==> config.mk <==
export PLATFORM = sky130hd
export DESIGN_NAME = reg_bus_ctrl
export DESIGN_NICKNAME = d
export VERILOG_FILES = /design/src/rtl/reg_bus_ctrl.sv
export SDC_FILE = /design/constraint.sdc
export NUM_CORES = 1
export LEC_CHECK = 0
export BUFFER_PORTS_ARGS = -buffer_cell sky130_fd_sc_hd__buf_2
export CAP_MARGIN = 20
export CORE_MARGIN = 2
export CORE_UTILIZATION = 44
export DETAILED_ROUTE_END_ITERATION = 12
export MAX_ROUTING_LAYER = met4
export PLACE_DENSITY_LB_ADDON = 0.25
export SYNTH_ARGS = -nofsm -noshare
export SYNTH_HDL_FRONTEND = slang
export SYNTH_SLANG_ARGS = --single-unit
==> constraint.sdc <==
create_clock -name clk -period 1.85 [get_ports clk]
set_input_delay 0.4625 -clock clk [delete_from_list [all_inputs] [get_ports clk]]
set_output_delay 0.4625 -clock clk [all_outputs]
set_load 0.02 [all_outputs]
==> src/rtl/reg_bus_ctrl.sv <==
// rtl/reg_bus_ctrl.sv - register bus controller: command -> one-cycle register access -> response
// Optional write acknowledge: define REG_BUS_CTRL_WRITE_ACK_EN to return a response for writes.
module reg_bus_ctrl #(
  parameter int NREG = 4,
  parameter int AW   = 2
) (
  input  logic            clk,
  input  logic            rst,
  input  logic            req_valid,
  output logic            req_ready,
  input  logic            req_wr,
  input  logic [AW-1:0]   req_addr,
  input  logic [15:0]     req_wdata,
  output logic            resp_valid,
  input  logic            resp_ready,
  output logic [15:0]     resp_rdata,
  output logic            wr,
  output logic [NREG-1:0] sel,
  output logic [15:0]     wdata,
  input  logic [15:0]     rdata
);

  typedef enum logic [1:0] {
    IDLE   = 2'd0,
    ACCESS = 2'd1,
    RESP   = 2'd2
  } state_t;

  state_t state;
  logic   lat_wr;

  // Commands are only taken while idle; everything else back-pressures upstream.
  assign req_ready = (state == IDLE);

  // Transaction FSM; register bus strobes and response are all registered here.
  always_ff @(posedge clk) begin
    if (rst) begin
      state      <= IDLE;
      lat_wr     <= 1'b0;
      resp_valid <= 1'b0;
      resp_rdata <= 16'h0000;
      sel        <= '0;
      wr         <= 1'b0;
      wdata      <= 16'h0000;
    end else begin
      case (state)
        IDLE: begin
          if (req_valid) begin
            lat_wr <= req_wr;
            sel    <= NREG'(1) << req_addr;
            wr     <= req_wr;
            wdata  <= req_wdata;
            state  <= ACCESS;
          end
        end
        ACCESS: begin
          // Strobes are single-cycle; wdata keeps its value for observability.
          sel <= '0;
          wr  <= 1'b0;
          if (!lat_wr) begin
            resp_rdata <= rdata;
            resp_valid <= 1'b1;
            state      <= RESP;
          end else begin
`ifdef REG_BUS_CTRL_WRITE_ACK_EN
            resp_rdata <= 16'h0000;
            resp_valid <= 1'b1;
            state      <= RESP;
`else
            state      <= IDLE;
`endif
          end
        end
        RESP: begin
          if (resp_ready) begin
            resp_valid <= 1'b0;
            state      <= IDLE;
          end
        end
        default: begin
          state <= IDLE;
        end
      endcase
    end
  end

endmodule

==> Yosys cells after proc, flatten, opt, wreduce, memory -nomap -nowiden <==
Cells that the tools add are included.
{ "word_totals": {"wordCells": 33, "inputBits": 39, "register_bits": 41} }
{ "op_classes": {"reduce_logical": 8, "mux": 11, "eq_ne": 5, "bitwise_logic": 1, "n_shift": 1} }
{ "ops": {"columns": ["op", "n"], "rows": [
  ["case mux 4 bit (2 select lines)", 1],
  ["AND reduction 2 bit", 4],
  ["two-way mux 2 bit", 3],
  ["inequality test 2 bit (second input constant)", 3],
  ["case mux 2 bit (3 select lines)", 1],
  ["two-way mux 4 bit", 1],
  ["case mux 1 bit (2 select lines)", 2],
  ["nonzero test 2 bit", 2],
  ["<< shifter 1 x 2 -> 4 bit (first input constant)", 1],
  ["two-way mux 1 bit", 3],
  ["AND reduction 3 bit", 1],
  ["equality test 2 x 1 -> 1 bit (second input constant)", 1],
  ["equality test 2 bit (second input constant)", 1],
  ["logical NOT 2 bit", 1],
  ["inverter 1 bit", 1]
]} }

==> Longest topological paths before layout <==
Gate-level depths: netlist (run 1).
{ "logic_depth": {"depth_word": 3, "depth_mapped": 6} }

==> Worst setup path before layout (run 1) <==
Ideal clock, no wire load.
{ "synth_path": {"path_type": "in2reg", "startpoint": "input port req_valid", "endpoint": "register wdata[2]", "setup_slack_ns": 0.522, "path_stages": 5, "n_path_buf": 2, "arrival_time_ns": 1.196, "setup_time_ns": 0.132, "path_cell_list": "or3b_1 > buf_6 > buf_6 > nand2_1 > a21oi_1"} }
{ "synth_between": {"elab_chain_len": 1} }
{ "synth_rtl": {"columns": ["item", "line_no", "source"], "rows": [
  ["start, declared", "9", "input logic req_valid,"],
  ["AND reduction 2 bit (no line)", null, null],
  ["end signal, assigned", "52", "wdata <= req_wdata;"],
  ["end, declared", "19", "output logic [15:0] wdata,"]
]} }
No other way between the ends.
A chain may end at the register's enable or synchronous reset.

==> Final worst setup path (run 1) <==
{ "layout_path": {"startpoint": "register state[1]", "endpoint": "output port req_ready"} }
{ "layout_between": {"elab_chain_len": 1} }
{ "layout_rtl": {"columns": ["item", "line_no", "source"], "rows": [
  ["start, declared", "29", "state_t state;"],
  ["start signal, assigned", "38", "state <= IDLE;"],
  ["start signal, assigned", "53", "state <= ACCESS;"],
  ["start signal, assigned", "63", "state <= RESP;"],
  ["logical NOT 2 bit", "33", "assign req_ready = (state == IDLE);"],
  ["end, declared", "10", "output logic req_ready,"]
]} }
No other way between the ends.

==> out/results.tsv, run 1 <==
stage	metric	value	unit
status	status	complete, no violations	
detailed_routing	dr.pass1.iters	2	
logic_synthesis	post-synth-top-area-cell	dfxtp_1	
logic_synthesis	synth_edf_count	0	
worst_setup_path	endpoint_kind	output port	
worst_setup_path	r2r-end	resp_rdata[8]	
logic_synthesis	ys_ff_latch	41	
detailed_routing	drt-vias-per-instance	4.64	
clocking	cts_setup_buffers	0	
layout	nets	290	
timing	min_period	1.59	ns
die	coreArea	3340	sq um
worst_setup_path	worstSetupPathType	flop to output port	
worst_setup_path	cp_max_fo	8	
global_routing	met2_usage	28.5	%
pwr	max-vdd-ir-drop	442	uV
timing	rsz0062_at_grt	false	
clocking	root_buffer	clkbuf_4	
timing	worst_slack	0.257	ns
worst_setup_path	r2r-start	state[0]	
layout	fin_area	1990	sq um
pwr	power_switching	475	uW
global_routing	grt_max_degree	22	
logic_synthesis	synth-main-ff-cell	dfxtp_1	
timing	maxSlewHeadroom	64.6	%
logic_synthesis	syn_area_per_cell	8.68	sq um
pwr	p_int	1.37	mW
placement	place_ws	0.275	ns
placement	placed_area	1910	sq um
hold_path	hold_path.class	input port to flop	
detailed_routing	num_vias	1383	
placement	dpl.cell_count	290	
global_routing	grt_antenna_before_repair	0	
worst_setup_path	reg2reg_slack	0.33	ns
worst_setup_path	r2r_cells	3	
worst_setup_path	required	1.39	ns
detailed_routing	antenna_left	0	
timing	drv_slew	0	
global_routing	grt_usage	18.0	%
clocking	cts_buffer_depth	2	
detailed_routing	drc	0	
global_routing	grt_use_met3	6.13	%
global_routing	grt_pass1_wl	5440	microns
detailed_routing	routedWlPerCell	10.7	microns
logic_synthesis	async_flop_share	0	%
detailed_routing	drt-total-wl	3190	microns
timing	tightest_slew	0.531	ns
clocking	cts_tree	yes	
die	die_w	62.8	microns
worst_setup_path	start_kind	flop	
pwr	p_per_area	927	nW/um^2
layout	fin_cells	298	
detailed_routing	drtIter0Drc	66	
timing	setup_viol	0	
clocking	numCtsBuffers	5	
logic_synthesis	netlist_area	1520	sq um
worst_setup_path	cpLargestDelayFamily	flip-flops	
clocking	path_clk_slew	0.11	ns
worst_setup_path	crit_slowest_cell	dfxtp_1	
logic_synthesis	yosys_warnings	0	
logic_synthesis	synth.most_common_cell	nand2_1	
die	die_area	3940	sq um
timing	period_share	86.1	%
job	maxCapViolations	0	
hold_path	hold_depth	3	
worst_setup_path	slowest_delay	0.54	ns
die	pin_count	78	
layout	antenna_cells	0	
global_routing	grt_overflow	0	
global_routing	met1_usage	21.6	%
layout	post_route_cells_drive_above_1_share	37.7	%
global_routing	grt_pass1_vias	1256	
logic_synthesis	synth_area_leaders	dfxtp_1, nand2_1, a21oi_1	
die	die_h	62.8	microns
clocking	ctsHoldBuffers	0	
hold_path	worstHoldStart	req_wdata[6]	
pwr	switching_share	25.7	%
layout	syn2layout_area_growth	31.2	%
clocking	cts.sinks	41	
worst_setup_path	crit_buf_inv	1	
timing	skew	0.0110	ns
worst_setup_path	critPathArrivalTime	1.13	ns
logic_synthesis	synth_nets	214	
die	rows	21	
logic_synthesis	seq_area_frac_synth	54.0	%
worst_setup_path	path_cells	nor2_1 -> buf_2	
logic_synthesis	synth.distinct_cells	19	
pwr	power_frac_clock	31.9	%
timing	setup_tns	0	ns
placement	finalWeightedCongestion	0.736	
logic_synthesis	netlist_instances	175	
clocking	cts-resized-gates	0	
pwr	combPwrFrac	15.9	%
clocking	clk-insertion-delay-late	0.34	ns
logic_synthesis	yosys-top-cells-count	nand2_1, dfxtp_1, a21oi_1	
die	initial_utilization	45.5	%
placement	hpwl	2360	microns
pwr	p_leak	0.958	nW
pwr	power_frac_seq	52.2	%
clocking	h-tree-depth	2	
timing	hold_ws	0.344	ns
timing	hold_viol_final	0	
placement	port-buffer-count	77	
hold_path	hold_end	wdata[6]	
timing	max_freq	628	MHz
global_routing	busiest_layer	met2	
logic_synthesis	yosys.area.top_type_share	54.0	%
==> per-stage QoR <==
step | utilization [%] | power (mW)
CTS | 59.7 | 1.88
detailed placement | 57.2 | 1.28
floorplan | - | 1.18
global placement | 57.2 | 1.28
finish | 59.7 | 1.85
global route | 59.7 | 1.96
==> sequential cells by signal, indices dropped and copies added (netlist names) <==
| register | count |
|---|---|
| resp_rdata | 16 |
| wdata | 16 |
| sel | 4 |
| state | 2 |
| lat_wr | 1 |
| resp_valid | 1 |
| wr | 1 |
==> layer usage <==
metal | up-vias | share of wire (%) | routed length, microns
li1 | 728 | - | -
met1 | 603 | 46 | 1470
met2 | 47 | 45 | 1440
met3 | 5 | 7.3 | 232
met4 | 0 | 1.6 | 50
met5 | - | 0 | 0
==> how the worst max path moves through the flow <==
stage                     slack (ns)  cells after the start  startpoint        end
final                           0.26                      2    state[1]  req_ready
after global routing            0.15                      2    state[1]  req_ready
after CTS                       0.22                      2    state[1]  req_ready
after detailed placement        0.28                      5   req_valid   wdata[8]
after global placement          0.30                      5   req_valid   wdata[9]
after floorplan                 0.52                      5   req_valid   wdata[2]
==> placed cells by master (no fill, tap or decap) <==
cell and instances:
o21bai_1 1, buf_4 4, a32o_2 2, nand2_1 66, or3b_1 2, clkbuf_4 5
buf_2 77, a21oi_1 35, a22o_1 3, nor2_8 1, clkbuf_1 1, o21ai_0 1
dfxtp_1 41, nor2b_1 1, nor2_1 4, clkbuf_8 1, o21ba_2 1, inv_1 2
nor3_4 1, bufinv_16 1, nor3b_4 2
==> area by class of cell <==
class,instances,area [sq um]
Fill cell,351,1340
Timing Repair Buffer,81,415
Multi-Input combinational cell,120,607
Sequential cell,41,821
Clock inverter,1,30.0
Inverter,2,7.51
Clock buffer,7,55.1
Tap cell,46,57.6
==> logic make-up after synthesis <==
| family | count (synthesis) | share of synthesized area [%] |
|---|---|---|
| buf+inv | 14 | 6.01 |
| simple gates | 77 | 23.7 |
| compound gates | 43 | 16.2 |
| flops | 41 | 54.0 |
==> tightest hold or removal path, stage by stage <==
cell and delay, ns:
buf_2 0.09, nand2_1 0.04, a21oi_1 0.05
==> power groups by stage <==
stage / sequential [mW] / clock, mW / combinational, mW
2_1_floorplan: 1.04 / 0 / 0.141
3_3_place_gp: 0.984 / 0 / 0.296
3_5_place_dp: 0.984 / 0 / 0.298
4_1_cts: 0.964 / 0.617 / 0.298
5_1_grt: 0.972 / 0.664 / 0.326
6_report: 0.964 / 0.590 / 0.294
Power figures use the tool's default switching activity.
==> inputs of run 2 (changes only) <==
--- a/config.mk
+++ b/config.mk
@@ -10,8 +10,9 @@
 export CORE_MARGIN = 2
 export CORE_UTILIZATION = 44
 export DETAILED_ROUTE_END_ITERATION = 12
+export GPL_TIMING_DRIVEN = 0
 export MAX_ROUTING_LAYER = met4
-export PLACE_DENSITY_LB_ADDON = 0.25
+export PLACE_DENSITY = 0.78
 export SYNTH_ARGS = -nofsm -noshare
 export SYNTH_HDL_FRONTEND = slang
 export SYNTH_SLANG_ARGS = --single-unit
==> out/results.tsv, run 2 (same netlist as run 1, synthesis figures left out) <==
stage	metric	value	unit	change
status	status	complete, no violations		
clocking	path_clk_slew	0.12	ns	about the same
clocking	cts-resized-gates	0		unchanged
clocking	cts.sinks	41		unchanged
placement	place_ws	0.337	ns	+0.0624 ns
layout	nets	298		+2.8%
clocking	cts_tree	yes		
timing	max_freq	655	MHz	+4.2%
worst_setup_path	path_cells	buf_4 -> nor2_1 -> buf_2		
die	die_h	62.8	microns	unchanged
global_routing	grt_antenna_before_repair	0		unchanged
worst_setup_path	startpoint	state[0]		
worst_setup_path	start_kind	flop		
timing	period_share	82.6	%	-3.5 points
placement	hpwl	2420	microns	+2.5%
detailed_routing	dr.pass1.iters	5		+3
layout	fin_cells	306		+2.7%
detailed_routing	drc	0		unchanged
die	initial_utilization	45.5	%	unchanged
detailed_routing	drtIter0Drc	60		-9.1%
pwr	power	1.71	mW	-7.7%
die	pin_count	78		unchanged
placement	finalWeightedCongestion	0.710		-3.5%
clocking	numCtsBuffers	5		unchanged
timing	setup_tns	0	ns	unchanged
pwr	p_leak	0.974	nW	+1.7%
hold_path	worstHoldStart	req_wdata[2]		
detailed_routing	antenna_left	0		unchanged
clocking	root_buffer	clkbuf_4		
worst_setup_path	r2r-start	state[1]		
die	rows	21		unchanged
timing	tightest_slew	0.446	ns	-0.0855 ns
clocking	clk-insertion-delay-late	0.35	ns	about the same
clocking	cts_buffer_depth	2		unchanged
global_routing	grt_overflow	0		unchanged
layout	reg.largest.list	resp_rdata: 16 flops, wdata: 16 flops, sel: 4 flops		
timing	hold_viol_final	0		unchanged
global_routing	grt_max_degree	13		-41%
die	die_area	3940	sq um	unchanged
detailed_routing	num_vias	1417		+2.5%
worst_setup_path	worstSetupPathType	flop to output port		
global_routing	grt_pass1_vias	1353		+7.7%
timing	rsz0062_at_grt	false		
placement	placed_area	1960	sq um	+2.8%
worst_setup_path	critPathArrivalTime	1.07	ns	-0.06 ns
timing	skew	0.00478	ns	-0.00621 ns
worst_setup_path	required	1.39	ns	about the same
die	die_w	62.8	microns	unchanged
placement	dpl.cell_count	298		+2.8%
hold_path	hold_path.class	input port to flop		
detailed_routing	drt-vias-per-instance	4.63		-0.22%
timing	hold_ws	0.328	ns	-0.0153 ns
job	maxCapViolations	0		unchanged
die	coreArea	3340	sq um	unchanged
pwr	p_per_area	847	nW/um^2	-8.6%
timing	drv_slew	0		unchanged
layout	post-route-util	60.3	%	+0.60 points
worst_setup_path	crit_slowest_cell	dfxtp_1		
layout	nFillCells	337		-4.0%
detailed_routing	routedWlPerCell	10.9	microns	+2.1%
global_routing	grt_pass1_wl	5790	microns	+6.5%
worst_setup_path	cp_max_fo	9		+1
pwr	max-vdd-ir-drop	459	uV	+3.7%
clocking	cts_setup_buffers	0		unchanged
clocking	ctsHoldBuffers	0		unchanged
layout	syn2layout_area_growth	32.5	%	
worst_setup_path	slowest_delay	0.32	ns	-0.22 ns
timing	min_period	1.53	ns	-0.0648 ns
clocking	h-tree-depth	2		unchanged
layout	antenna_cells	0		unchanged
timing	maxSlewHeadroom	70.3	%	+5.7 points
timing	worst_slack	0.322	ns	+0.0648 ns
worst_setup_path	endpoint_kind	output port		
layout	fin_area	2010	sq um	+1.0%
detailed_routing	drt-total-wl	3350	microns	+4.9%
layout	layout_common_cells	buf_2, nand2_1, dfxtp_1, a21oi_1, clkbuf_4		
timing	setup_viol	0		unchanged
global_routing	grt_usage	18.9	%	+0.89 points
layout	layout_commonest_cell	buf_2		
placement	port-buffer-count	77		unchanged
layout	post_route_cells_drive_above_1_share	38.5	%	+0.76 points
## run 2: changes by cell type in the layout (fill, tap and decap cells not counted)
cell | before | now
buf_6 | 0 | 4
clkbuf_8 | 1 | 0
clkbuf_1 | 1 | 4
clkinv_2 | 0 | 2
buf_2 | 77 | 81
buf_4 | 4 | 1
bufinv_16 | 1 | 0
## run 2: worst max-delay path: cells and delay by family, from the launching register on
family / cells / cell delay (ns)
simple gates: 1 / 0.07
flops: 1 / 0.32
buf+inv: 2 / 0.32
## run 2: worst paths after layout
kind | end | slack, ns | depth (start not counted)
max | req_ready | 0.32 | 3
min | wdata[2] | 0.33 | 3
max reg2reg | wdata[3] | 0.46 | 6
min reg2reg | resp_rdata[8] | 0.46 | 2
## run 2: metal layers
metal | up-vias | part of all wire (%) | global-route usage, %
li1 | 742 | - | -
met1 | 621 | 46 | 21.8
met2 | 49 | 47 | 30.6
met3 | 5 | 5.4 | 4.32
met4 | 0 | 1.6 | 10.0
met5 | - | 0 | -
## run 2: layout make-up
cell class | instances | area (sq um) | area share (%)
plain buffers | 12 | 83.8 | 4.16
clock buffers | 6 | 41.3 | 2.05
clock inverters | 2 | 10.0 | 0.497
inverters | 2 | 7.51 | 0.373
multi-input cells | 120 | 607 | 30.1
flip-flops and latches | 41 | 821 | 40.8
well taps | 46 | 57.6 | 2.86
repair buffers | 77 | 385 | 19.1
## run 2: report_power, final
group          total (mW)  switching [mW]  internal (mW)  leakage (nW)
logic               0.317           0.189          0.128         0.607
clock network       0.431           0.286          0.145        0.0320
registers           0.958          0.0243          0.934         0.335
total                1.71           0.499           1.21         0.974
